### config.mk
export PLATFORM = sky130hd
export DESIGN_NAME = coeff_token_encoder
export DESIGN_NICKNAME = d
export VERILOG_FILES = /design/src/rtl/cavlc_pkg.sv /design/src/rtl/coeff_token_enc_lut.sv /design/src/rtl/coeff_token_encoder.sv
export SDC_FILE = /design/constraint.sdc
export NUM_CORES = 1
export LEC_CHECK = 0
export ABC_AREA = 1
export BUFFER_PORTS_ARGS = -buffer_cell sky130_fd_sc_hd__buf_4
export CAP_MARGIN = 10
export CELL_PAD_IN_SITES_DETAIL_PLACEMENT = 0
export CELL_PAD_IN_SITES_GLOBAL_PLACEMENT = 1
export CORE_MARGIN = 1
export CORE_UTILIZATION = 24
export CTS_BUF_LIST = sky130_fd_sc_hd__clkbuf_4 sky130_fd_sc_hd__clkbuf_8
export DETAILED_ROUTE_END_ITERATION = 16
export PLACE_DENSITY = 0.52
export SKIP_LAST_GASP = 1
export SLEW_MARGIN = 15
export SYNTH_ARGS = -nofsm -noshare
export SYNTH_HDL_FRONTEND = slang
export SYNTH_SLANG_ARGS = --single-unit
### constraint.sdc
create_clock -name clk -period 3.6 [get_ports clk]
set_clock_uncertainty 0.2 [all_clocks]
set_input_delay 0.72 -clock clk [delete_from_list [all_inputs] [get_ports clk]]
set_output_delay 0.72 -clock clk [all_outputs]
set_load 0.02 [all_outputs]
### src/rtl/cavlc_pkg.sv
`default_nettype none
// +----------------------------------------------------------------------------+
// | Package  : cavlc_pkg                                                       |
// | Brief    : Shared CAVLC types: nC class encoding, max coeff_token length,  |
// |            coeff_token encoder FSM state encoding, LUT index helper.       |
// | Revision : 1.0  initial release                                            |
// +----------------------------------------------------------------------------+
package cavlc_pkg;

   // nC context class selecting the coeff_token VLC table
   typedef enum logic [2:0] {
      NC_0_2       = 3'd0,
      NC_2_4       = 3'd1,
      NC_4_8       = 3'd2,
      NC_8_UP      = 3'd3,
      NC_CHROMA_DC = 3'd4
   } nc_class_t;

   // Longest coeff_token codeword in any table
   localparam int MAX_CT_LEN = 16;

   // Encoder flush FSM
   typedef logic [1:0] ct_state_t;
   localparam ct_state_t c_st_run   = 2'd0;
   localparam ct_state_t c_st_drain = 2'd1;
   localparam ct_state_t c_st_emit  = 2'd2;
   localparam ct_state_t c_st_done  = 2'd3;

   // Row-major table index: TotalCoeff selects the row of four TrailingOnes entries
   function automatic logic [6:0] ct_idx(input logic [4:0] tc, input logic [1:0] t1);
      return {tc, t1};
   endfunction

endpackage : cavlc_pkg
`default_nettype wire

### src/rtl/coeff_token_enc_lut.sv
`default_nettype none
// +----------------------------------------------------------------------------+
// | Module   : coeff_token_enc_lut                                             |
// | Brief    : Combinational coeff_token codeword lookup (H.264 Table 9-5).    |
// |            Returns right-justified code, length and an illegal flag.       |
// |            COEFF_TOKEN_CHROMA_DC_EN: include the nC=-1 (chroma DC) table;  |
// |            otherwise NcClass=4 is reported illegal.                        |
// | Revision : 1.0  initial release                                            |
// +----------------------------------------------------------------------------+
module coeff_token_enc_lut
   import cavlc_pkg::*;
(
   input  logic [4:0]  total_coeff,
   input  logic [1:0]  trailing_ones,
   input  logic [2:0]  nc_class,
   output logic [15:0] code,
   output logic [4:0]  len,
   output logic        illegal
);

   // Tables hold only the low bits of each codeword; leading zeros come from len
   localparam logic [4:0] c_len_nc0 [0:67] = '{
      1,0,0,0,
      6,2,0,0,      8,6,3,0,      9,8,7,5,      10,9,8,6,
      11,10,9,7,    13,11,10,8,   13,13,11,9,   13,13,13,10,
      14,14,13,11,  14,14,14,13,  15,15,14,14,  15,15,15,14,
      16,15,15,15,  16,16,16,15,  16,16,16,16,  16,16,16,16};
   localparam logic [3:0] c_bits_nc0 [0:67] = '{
      1,0,0,0,
      5,1,0,0,      7,4,1,0,      7,6,5,3,      7,6,5,3,
      7,6,5,4,      15,6,5,4,     11,14,5,4,    8,10,13,4,
      15,14,9,4,    11,10,13,12,  15,14,9,12,   11,10,13,8,
      15,1,9,12,    11,14,13,8,   7,10,9,12,    4,6,5,8};
   localparam logic [4:0] c_len_nc1 [0:67] = '{
      2,0,0,0,
      6,2,0,0,      6,5,3,0,      7,6,6,4,      8,6,6,4,
      8,7,7,5,      9,8,8,6,      11,9,9,6,     11,11,11,7,
      12,11,11,9,   12,12,12,11,  12,12,12,11,  13,13,13,12,
      13,13,13,13,  13,14,13,13,  14,14,14,13,  14,14,14,14};
   localparam logic [3:0] c_bits_nc1 [0:67] = '{
      3,0,0,0,
      11,2,0,0,     7,7,3,0,      7,10,9,5,     7,6,5,4,
      4,6,5,6,      7,6,5,8,      15,6,5,4,     11,14,13,4,
      15,10,9,4,    11,14,13,12,  8,10,9,8,     15,14,13,12,
      11,10,9,12,   7,11,6,8,     9,8,10,1,     7,6,5,4};
   localparam logic [4:0] c_len_nc2 [0:67] = '{
      4,0,0,0,
      6,4,0,0,      6,5,4,0,      6,5,5,4,      7,5,5,4,
      7,5,5,4,      7,6,6,4,      7,6,6,4,      8,7,7,5,
      8,8,7,6,      9,8,8,7,      9,9,8,8,      9,9,9,8,
      10,9,9,9,     10,10,10,10,  10,10,10,10,  10,10,10,10};
   localparam logic [3:0] c_bits_nc2 [0:67] = '{
      15,0,0,0,
      15,14,0,0,    11,15,13,0,   8,12,14,12,   15,10,11,11,
      11,8,9,10,    9,14,13,9,    8,10,9,8,     15,14,13,13,
      11,14,10,12,  15,10,13,12,  11,14,9,12,   8,10,13,8,
      13,7,9,12,    9,12,11,10,   5,8,7,6,      1,4,3,2};
`ifdef COEFF_TOKEN_CHROMA_DC_EN
   localparam logic [4:0] c_len_cdc [0:19] = '{
      2,0,0,0,  6,1,0,0,  6,6,3,0,  6,7,7,6,  6,8,8,7};
   localparam logic [2:0] c_bits_cdc [0:19] = '{
      1,0,0,0,  7,1,0,0,  4,6,1,0,  3,3,2,5,  2,3,2,0};
`endif

   logic [6:0] w_idx;
   logic       w_bad_sym;

   assign w_idx     = ct_idx(total_coeff, trailing_ones);
   assign w_bad_sym = (total_coeff > 5'd16) || ({3'b000, trailing_ones} > total_coeff);

   // Select the table for the nC class; anything out of range is flagged, not encoded
   always_comb begin
      code    = '0;
      len     = '0;
      illegal = 1'b0;
      if (w_bad_sym) begin
         illegal = 1'b1;
      end else begin
         case (nc_class)
            NC_0_2: begin
               code = {12'd0, c_bits_nc0[w_idx]};
               len  = c_len_nc0[w_idx];
            end
            NC_2_4: begin
               code = {12'd0, c_bits_nc1[w_idx]};
               len  = c_len_nc1[w_idx];
            end
            NC_4_8: begin
               code = {12'd0, c_bits_nc2[w_idx]};
               len  = c_len_nc2[w_idx];
            end
            NC_8_UP: begin
               // 6-bit fixed-length code; TotalCoeff=16 wraps to 4'hF as intended
               if (total_coeff == 5'd0) code = 16'b000011;
               else                     code = {10'd0, 4'(total_coeff - 5'd1), trailing_ones};
               len = 5'd6;
            end
`ifdef COEFF_TOKEN_CHROMA_DC_EN
            NC_CHROMA_DC: begin
               if (total_coeff > 5'd4) begin
                  illegal = 1'b1;
               end else begin
                  code = {13'd0, c_bits_cdc[w_idx[4:0]]};
                  len  = c_len_cdc[w_idx[4:0]];
               end
            end
`endif
            default: illegal = 1'b1;
         endcase
      end
   end

endmodule : coeff_token_enc_lut
`default_nettype wire

### src/rtl/coeff_token_encoder.sv
`default_nettype none
// +----------------------------------------------------------------------------+
// | Module   : coeff_token_encoder                                             |
// | Brief    : CAVLC coeff_token encoder with MSB-first WORD_W-bit packer.     |
// |            Lookup stage -> bit accumulator -> output word register, with   |
// |            a flush FSM that emits the trailing partial word.               |
// |            COEFF_TOKEN_CHROMA_DC_EN enables NcClass=4 (chroma DC) coding.  |
// | Revision : 1.0  initial release                                            |
// +----------------------------------------------------------------------------+
module coeff_token_encoder
   import cavlc_pkg::*;
#(
   parameter int WORD_W = 32
) (
   input  logic              clk,
   input  logic              rst_n,
   input  logic              in_valid,
   output logic              in_ready,
   input  logic [4:0]        total_coeff,
   input  logic [1:0]        trailing_ones,
   input  logic [2:0]        nc_class,
   input  logic              flush,
   output logic              out_valid,
   input  logic              out_ready,
   output logic [WORD_W-1:0] out_word,
   output logic [6:0]        out_bitcnt,
   output logic              flush_done,
   output logic              err
);

   localparam int c_cat_w = WORD_W + MAX_CT_LEN;

   logic [15:0]        w_lut_code;
   logic [4:0]         w_lut_len;
   logic               w_lut_illegal;

   logic               r_rdy_en;
   logic               r_stage_vld;
   logic [15:0]        r_stage_code;
   logic [4:0]         r_stage_len;
   logic [WORD_W-1:0]  r_acc;
   logic [6:0]         r_acc_cnt;
   logic               r_out_vld;
   logic [WORD_W-1:0]  r_out_word;
   logic [6:0]         r_out_bitcnt;
   logic               r_err;
   ct_state_t          r_state;

   logic               w_accept;
   logic               w_out_free;
   logic               w_consume;
   logic               w_emit;
   logic               w_full;
   logic [6:0]         w_sum;
   logic [15:0]        w_code_lj;
   logic [c_cat_w-1:0] w_cat;
   logic [c_cat_w-1:0] w_cat_rem;
   logic [WORD_W-1:0]  w_word_top;
   logic [WORD_W-1:0]  w_rem_top;

   coeff_token_enc_lut u_lut (
      .total_coeff   (total_coeff),
      .trailing_ones (trailing_ones),
      .nc_class      (nc_class),
      .code          (w_lut_code),
      .len           (w_lut_len),
      .illegal       (w_lut_illegal)
   );

   // Handshake: the stage advances only when the output register can take a word
   assign w_out_free = !r_out_vld || out_ready;
   assign w_consume  = r_stage_vld && w_out_free;
   assign in_ready   = r_rdy_en && (r_state == c_st_run) && (!r_stage_vld || w_consume);
   assign w_accept   = in_valid && in_ready;
   assign w_emit     = (r_state == c_st_emit) && (r_acc_cnt != 7'd0) && w_out_free;

   // Append staged code just below the AccCnt bits already held (accumulator is MSB-aligned)
   assign w_code_lj  = r_stage_code << (5'd16 - r_stage_len);
   assign w_cat      = ({w_code_lj, {WORD_W{1'b0}}} >> r_acc_cnt) | {r_acc, {MAX_CT_LEN{1'b0}}};
   assign w_cat_rem  = w_cat << WORD_W;
   assign w_word_top = w_cat[c_cat_w-1 -: WORD_W];
   assign w_rem_top  = w_cat_rem[c_cat_w-1 -: WORD_W];
   assign w_sum      = r_acc_cnt + {2'b00, r_stage_len};
   assign w_full     = (w_sum >= 7'(WORD_W));

   assign out_valid  = r_out_vld;
   assign out_word   = r_out_word;
   assign out_bitcnt = r_out_bitcnt;
   assign err        = r_err;
   assign flush_done = (r_state == c_st_done);

   // Hold In_Ready low while in reset and release it on the first clock after
   always_ff @(posedge clk or negedge rst_n) begin
      if (!rst_n) r_rdy_en <= 1'b0;
      else        r_rdy_en <= 1'b1;
   end

   // Lookup stage: capture legal symbols, drop illegal ones and latch the sticky error
   always_ff @(posedge clk or negedge rst_n) begin
      if (!rst_n) begin
         r_stage_vld  <= 1'b0;
         r_stage_code <= '0;
         r_stage_len  <= '0;
         r_err        <= 1'b0;
      end else begin
         if (w_accept && !w_lut_illegal) begin
            r_stage_vld  <= 1'b1;
            r_stage_code <= w_lut_code;
            r_stage_len  <= w_lut_len;
         end else if (w_consume) begin
            r_stage_vld  <= 1'b0;
         end
         if (w_accept && w_lut_illegal) r_err <= 1'b1;
      end
   end

   // Accumulator: keeps fewer than WORD_W leftover bits; flush emission empties it
   always_ff @(posedge clk or negedge rst_n) begin
      if (!rst_n) begin
         r_acc     <= '0;
         r_acc_cnt <= '0;
      end else if (w_consume) begin
         if (w_full) begin
            r_acc     <= w_rem_top;
            r_acc_cnt <= w_sum - 7'(WORD_W);
         end else begin
            r_acc     <= w_word_top;
            r_acc_cnt <= w_sum;
         end
      end else if (w_emit) begin
         r_acc     <= '0;
         r_acc_cnt <= '0;
      end
   end

   // Output register: word stays stable until accepted; reloads in the accept cycle
   always_ff @(posedge clk or negedge rst_n) begin
      if (!rst_n) begin
         r_out_vld    <= 1'b0;
         r_out_word   <= '0;
         r_out_bitcnt <= '0;
      end else if (w_consume && w_full) begin
         r_out_vld    <= 1'b1;
         r_out_word   <= w_word_top;
         r_out_bitcnt <= 7'(WORD_W);
      end else if (w_emit) begin
         r_out_vld    <= 1'b1;
         r_out_word   <= r_acc;
         r_out_bitcnt <= r_acc_cnt;
      end else if (out_ready) begin
         r_out_vld    <= 1'b0;
      end
   end

   // Flush sequencing: drain the stage, emit any partial word, wait for it to leave, pulse done
   always_ff @(posedge clk or negedge rst_n) begin
      if (!rst_n) begin
         r_state <= c_st_run;
      end else begin
         case (r_state)
            c_st_run:   if (flush)        r_state <= c_st_drain;
            c_st_drain: if (!r_stage_vld) r_state <= c_st_emit;
            c_st_emit:  if ((r_acc_cnt == 7'd0) && w_out_free) r_state <= c_st_done;
            c_st_done:  r_state <= c_st_run;
            default:    r_state <= c_st_run;
         endcase
      end
   end

endmodule : coeff_token_encoder
`default_nettype wire

== Yosys cells after proc, flatten, opt, wreduce, memory -nomap -nowiden ==
Memories as Yosys holds them, arrays and structs flattened.
Index checks and enable logic that the tools add are counted.

* Latch bits: 0
* Bits of input ports: 15
* Memory bits (writable): 0
* Register bits: 105
* Bits in read-only memories: 3456
* Memories: 6
* Logic and storage cells: 103

{| class="wikitable"
|+ Memory list
! memory !! depth !! width !! rd ports !! clocked after Yosys merged registers in !! wr ports !! line !! text
|-
| (no name shown) || 128 || 5 || 1 || 0 || 0 || coeff_token_enc_lut.sv:82 || <nowiki>len = c_len_nc0[w_idx];</nowiki>
|-
| (no name shown) || 128 || 5 || 1 || 0 || 0 || coeff_token_enc_lut.sv:90 || <nowiki>len = c_len_nc2[w_idx];</nowiki>
|-
| (no name shown) || 128 || 5 || 1 || 0 || 0 || coeff_token_enc_lut.sv:86 || <nowiki>len = c_len_nc1[w_idx];</nowiki>
|-
| (no name shown) || 128 || 4 || 1 || 0 || 0 || coeff_token_enc_lut.sv:81 || <nowiki>code = {12'd0, c_bits_nc0[w_idx]};</nowiki>
|-
| (no name shown) || 128 || 4 || 1 || 0 || 0 || coeff_token_enc_lut.sv:85 || <nowiki>code = {12'd0, c_bits_nc1[w_idx]};</nowiki>
|-
| (no name shown) || 128 || 4 || 1 || 0 || 0 || coeff_token_enc_lut.sv:89 || <nowiki>code = {12'd0, c_bits_nc2[w_idx]};</nowiki>
|}

* Equality and inequality tests: 9
* Reduce and logical (&&, ||, !) cells: 27
* $add $sub $neg: 4
* Div/mod/pow operators: 0
* $mul: 0
* Muxes and demuxes: 38
* Shift operators: 2
* Bitwise gates (word level): 2
* $lt $le $gt $ge: 4

{| class="wikitable"
|+ Operator list
! kind !! count
|-
| 32-bit two-way mux || 5
|-
| 16-bit one-hot mux with 4 select lines || 1
|-
| 48-bit OR || 1
|-
| 48-bit by 7-bit >> shifter with 48-bit output || 1
|-
| 5-bit two-way mux || 7
|-
| 7-bit two-way mux || 5
|-
| 4-bit two-way mux || 6
|-
| 5-bit one-hot mux with 4 select lines || 1
|-
| 16-bit two-way mux || 1
|-
| 16-bit by 5-bit << shifter with 16-bit output || 1
|-
| 1-bit logical AND || 10
|-
| 8-bit >= comparator, second input constant || 1
|-
| 7-bit NOT with 8-bit output || 1
|-
| 2-bit one-hot mux with 4 select lines || 1
|-
| 7-bit by 5-bit adder with 7-bit output || 1
|-
| 7-bit by 6-bit >= comparator with 1-bit output, second input constant || 1
|-
| 7-bit zero test || 1
|-
| 1-bit two-way mux || 7
|-
| 7-bit nonzero test || 1
|-
| 7-bit by 6-bit subtractor with 7-bit output, second input constant || 1
|-
| 3-bit by 2-bit equality test with 1-bit output, second input constant || 2
|-
| 2-bit two-way mux || 3
|-
| 6-bit two-way mux || 1
|-
| 2-bit nonzero test || 3
|-
| other kinds (17) || 23
|}

== Longest topological paths before layout ==
* Depth in word-level cells: 8
* Depth in mapped cells: 21
* Gate-level depth less buffers: 20

== Hierarchy ==
A second synthesis with hierarchy kept.

* Cells, all modules: 1449
* Area total of the unflattened synthesis: 8998.6 um2

{| class="wikitable"
|+ By module, submodules not included
! module !! area each (um2) !! seq. area each (um2) !! cells an instance !! instances
|-
| coeff_token_encoder || 6816.5 || 2627.5 || 987 || 1
|-
| coeff_token_enc_lut || 2182.1 || 0.0 || 462 || 1
|}

== Worst setup path after synthesis ==
Ideal clock, no wire load.

* Path type: register to register
* From: register r_acc_cnt[1]
* To: register r_out_word[11] (netlist: out_word[11])
* Data required time: 3276 ps
* Path buffers: 4
* Path slack: 549 ps
* Clock period less this slack: 3051 ps
* Stages on the path, launching flop included: 19
* Data arrival time: 2727 ps
* Library setup time: 124 ps
* Path through: dfrtp_1 > buf_2 > clkinv_1 > buf_2 > fa_1 > nand3b_1 > nand2_1 > a21oi_1 > nor2_1 > nand2_1 > nand2_1 > ha_1 > nand2_2 > nand2_4 > nand2_4 > buf_6 > buf_4 > nand2_1 > nand3_1

* Cells in the longest elaborated chain, start to end: 4

{| class="wikitable"
|+ Ends and longest elaborated chain
! element !! line !! text
|-
| start: declaration || coeff_token_encoder.sv:42 || <nowiki>logic [6:0] r_acc_cnt;</nowiki>
|-
| start signal: assignment || coeff_token_encoder.sv:125 || <nowiki>r_acc_cnt <= w_sum - 7'(WORD_W);</nowiki>
|-
| start signal: assignment || coeff_token_encoder.sv:128 || <nowiki>r_acc_cnt <= w_sum;</nowiki>
|-
| 7-bit by 5-bit adder with 7-bit output or 7-bit nonzero test (tied branches) || coeff_token_encoder.sv:83, coeff_token_encoder.sv:75 ||
|-
| 7-bit by 6-bit >= comparator with 1-bit output or 1-bit logical AND (tied branches) || coeff_token_encoder.sv:84, coeff_token_encoder.sv:75 ||
|-
| 1-bit logical AND (on tied branches) || coeff_token_encoder.sv:142, coeff_token_encoder.sv:75 ||
|-
| 32-bit two-way mux or 2-bit nonzero test (tied branches) || - ||
|-
| end signal: assignment || coeff_token_encoder.sv:144 || <nowiki>r_out_word <= w_word_top;</nowiki>
|-
| end signal: assignment || coeff_token_encoder.sv:148 || <nowiki>r_out_word <= r_acc;</nowiki>
|-
| end: declaration || coeff_token_encoder.sv:44 || <nowiki>logic [WORD_W-1:0] r_out_word;</nowiki>
|}

Several ways; a longest one is shown, not always the timed one.
A chain may end at the register's enable or synchronous reset.

== Final worst setup path ==
* From: register r_stage_len[0]
* To: register r_out_word[3] (netlist: out_word[3])

* Cells in the longest elaborated chain, start to end: 5

{| class="wikitable"
|+ Ends and longest elaborated chain
! element !! line !! text
|-
| start: declaration || coeff_token_encoder.sv:40 || <nowiki>logic [4:0] r_stage_len;</nowiki>
|-
| start signal: assignment || coeff_token_encoder.sv:109 || <nowiki>r_stage_len <= w_lut_len;</nowiki>
|-
| 5-bit subtractor || coeff_token_encoder.sv:78 || <nowiki>assign w_code_lj = r_stage_code << (5'd16 - r_stage_len);</nowiki>
|-
| 16-bit by 5-bit << shifter with 16-bit output || coeff_token_encoder.sv:78 ||
|-
| 48-bit by 7-bit >> shifter with 48-bit output || coeff_token_encoder.sv:79 || <nowiki>assign w_cat = ({w_code_lj, {WORD_W{1'b0}}} >> r_acc_cnt) | {r_acc, {MAX_CT_LEN{1'b0}}};</nowiki>
|-
| 48-bit OR || coeff_token_encoder.sv:79 ||
|-
| 32-bit two-way mux || coeff_token_encoder.sv:142 || <nowiki>end else if (w_consume && w_full) begin</nowiki>
|}

Several ways; a longest one is shown, not always the timed one.

==> impl_metrics.py <==
metrics = {
    "floorplan": {
        "num_rows": 67,
        "core_area_um2": 33500,
        "boundaryPins": 58,
        "initial_core_util_pct": 24.4,
        "die_y_um": 187,
        "fp.dieArea_um2": 34800,
        "die_x_um": 187,
    },
    "yosys": {
        "syn_nets": 1340,
        "ys_seq_elements": 95,
        "yosysTopAreaCell": "dfrtp_1",
        "synth_edf_count": 0,
        "syn_area_um2": 8180,
        "ys_warn_count": 0,
        "async_reset_ff_share_pct": 100,
        "yosys-top-cells-area": "dfrtp_1 29%, nand2_1 21%, nand3_1 12%",
        "synth_top_flop_cell": "dfrtp_1",
        "synth.distinct_cells": 57,
        "syn_area_per_cell_um2": 6.28,
        "synth_most_common_cell": "nand2_1",
        "synth_top_area_share_pct": 29.1,
        "synth-seq-area-share_pct": 29.1,
        "synthTopCellsByCount": "460 x nand2_1, 199 x nand3_1, 95 x dfrtp_1",
        "netlist_instances": 1302,
    },
    "setup_path": {
        "crit_type": "register to register",
        "crit_buf_inv": 3,
        "required_ns": 3.74,
        "end_kind": "register",
        "cpPeakStageDelay_ns": 0.36,
        "cp_slowest_cell": "dfrtp_1",
        "cpLargestDelayFamily": "simple AND/OR/NAND/NOR gates",
        "cp-start-kind": "register",
        "crit_top_cell": "nand3_1",
        "worstPathArrival_ns": 3.27,
        "crit_chain": "buf_4 -> inv_2 -> ha_1 -> clkinv_1 -> nand3_1 -> nand3_1 -> nand2_1 -> nand2_1 -> nand3_1 -> nand3_1 -> nand3_1 -> nand3_1 -> nand2_1 -> nand2_1 -> nand2_1 -> nand2_1 -> nand3_1",
        "cp_max_fo": 11,
    },
    "cts": {
        "cts.sinks": 95,
        "h-tree-depth": 3,
        "clk_path_buf_depth": 2,
        "postCtsSetupBuffers": 0,
        "clkTransAtPathRegs_ns": 0.12,
        "holdBufCountCts": 0,
        "cts-resized-gates": 0,
        "numCtsBuffers": 9,
        "clock_latency_ns": 0.41,
        "cts_tree": "done",
        "ctsRootBufferMaster": "clkbuf_8",
    },
    "cells_and_area": {
        "fin_util_pct": 27.9,
        "area_growth_pct": 14.3,
        "final_cells": 1800,
        "layout.nets": 1386,
        "n_antenna_cell": 0,
        "design_area_um2": 9340,
        "drive_above_1_share_pct": 12.9,
    },
    "timing": {
        "postLayoutSetupSlackWorst_ns": 0.467,
        "worstMarginPinSlew_ns": 0.825,
        "slew_viol_final": 0,
        "rsz0062_at_grt": "no",
        "fmax_mhz": 319,
        "timing.final.hold_violations": 0,
        "slew_headroom_pct": 44.6,
        "holdWs_ns": 0.132,
        "period_minus_slack_ns": 3.13,
        "finalSetupTns_ns": 0,
        "fin_crit_sh_pct": 87.0,
        "setup_viol": 0,
    },
    "placement": {
        "post-place-ws_ns": 0.492,
        "placed_area_um2": 9170,
        "portBuffers": 57,
        "dp_cells": 1785,
        "gp_congestion": 0.894,
        "hpwl_um": 23800,
    },
    "routing": {
        "ant_nets": 0,
        "drc": 0,
        "routed_wirelength_um": 31900,
        "drtIter0Drc": 688,
        "dr.pass1.iters": 5,
        "viasPerCell": 4.92,
        "via_count": 8857,
        "wl_per_cell_um": 17.7,
    },
    "pwr": {
        "ir_worst_vdd_v": 0.000307,
        "power_density_nw_per_um2": 747,
        "total_power_mw": 6.98,
        "p_leak_nw": 4.65,
    },
    "grt": {
        "antenna_found_initial": 0,
        "grt_overflow": 0,
        "grt_use_total_pct": 18.6,
        "grt_max_degree": 59,
        "grt_pass1_wl_um": 51100,
        "grt_pass1_vias": 8715,
    },
    "job": {
        "maxCapViolCount": 0,
    },
    "status": {
        "status": "finished clean",
    },
    "hold_path": {
        "min_path_type": "input port to asynchronous set/reset pin",
    },
}
==> per-layer routing <==
metal	part of all wire, %	routed length, um	up-vias	GRT usage, %
met1	50	16000	4177	27.4
met3	4.3	1390	37	2.39
met4	2.1	679	0	5.04
met2	43	13900	225	28.0
li1	-	-	4418	-
met5	0	0	-	0
==> final timing paths <==
check | slack, ns | startpoint | depth (start not counted) | to
max | 0.47 | r_stage_len[0] | 17 | out_word[3]
min | 0.13 | rst_n | 1 | r_acc[27]
max reg2reg | 0.47 | r_stage_len[0] | 17 | out_word[3]
min reg2reg | 0.29 | r_acc[11] | 2 | r_acc[11]
max in group asynchronous | 2.33 | rst_n | 2 | r_acc[16]
min in group clk | 0.29 | r_acc[11] | 2 | r_acc[11]
==> registers in the layout, indices dropped and copies added (netlist names) <==
| register | flops |
|---|---|
| out_word | 32 |
| r_acc | 32 |
| out_bitcnt | 7 |
| r_acc_cnt | 7 |
| r_stage_code | 6 |
| r_stage_len | 5 |
| r_state | 2 |
| err | 1 |
| out_valid | 1 |
| r_rdy_en | 1 |
| r_stage_vld | 1 |
==> power breakdown <==
part,internal (mW),switching [mW]
registers,1.31,0.206
logic,1.39,3.37
clock network,0.263,0.444
total,2.96,4.02
==> worst register-to-register path, stage by stage (launching register included) <==
cell and delay, ns:
dfrtp_1 0.36, buf_4 0.18, inv_2 0.05, ha_1 0.30, clkinv_1 0.24, nand3_1 0.22, nand3_1 0.08, nand2_1 0.18
nand2_1 0.10, nand3_1 0.10, nand3_1 0.13, nand3_1 0.21, nand3_1 0.11, nand2_1 0.22, nand2_1 0.08, nand2_1 0.17
nand2_1 0.08, nand3_1 0.07
==> area by class of cell <==
class | instances | area (um^2)
multi-input combinational | 1038 | 5070
fill | 3833 | 24200
inverter | 105 | 394
tap | 448 | 561
clock inverter | 5 | 42.5
clock buffer | 10 | 131
timing repair buffer | 99 | 768
sequential | 95 | 2380
==> cell usage in the layout (no fill, tap or decap), types with 16 or more instances in the layout <==
master / Yosys / routed
nor2_1: 87 / 87
nand2_2: 16 / 16
o21ai_0: 64 / 64
buf_4: 7 / 97
dfrtp_1: 95 / 95
ha_1: 22 / 22
a21oi_1: 43 / 43
nand3_1: 199 / 199
inv_1: 88 / 88
nand4_1: 21 / 21
nand2_1: 460 / 460
==> cells by family after synthesis <==
kind of cell / after synthesis / synth area share (%)
DFF: 95 / 29.1
adders and majority gates: 23 / 3.61
AOI/OAI and AO/OA: 188 / 14.0
and+or+nand+nor: 820 / 43.6
buffers and inverters: 169 / 8.92
xor gates and xnor gates: 6 / 0.735
other: 1 / 0.0459
Power figures use the tool's default switching activity.
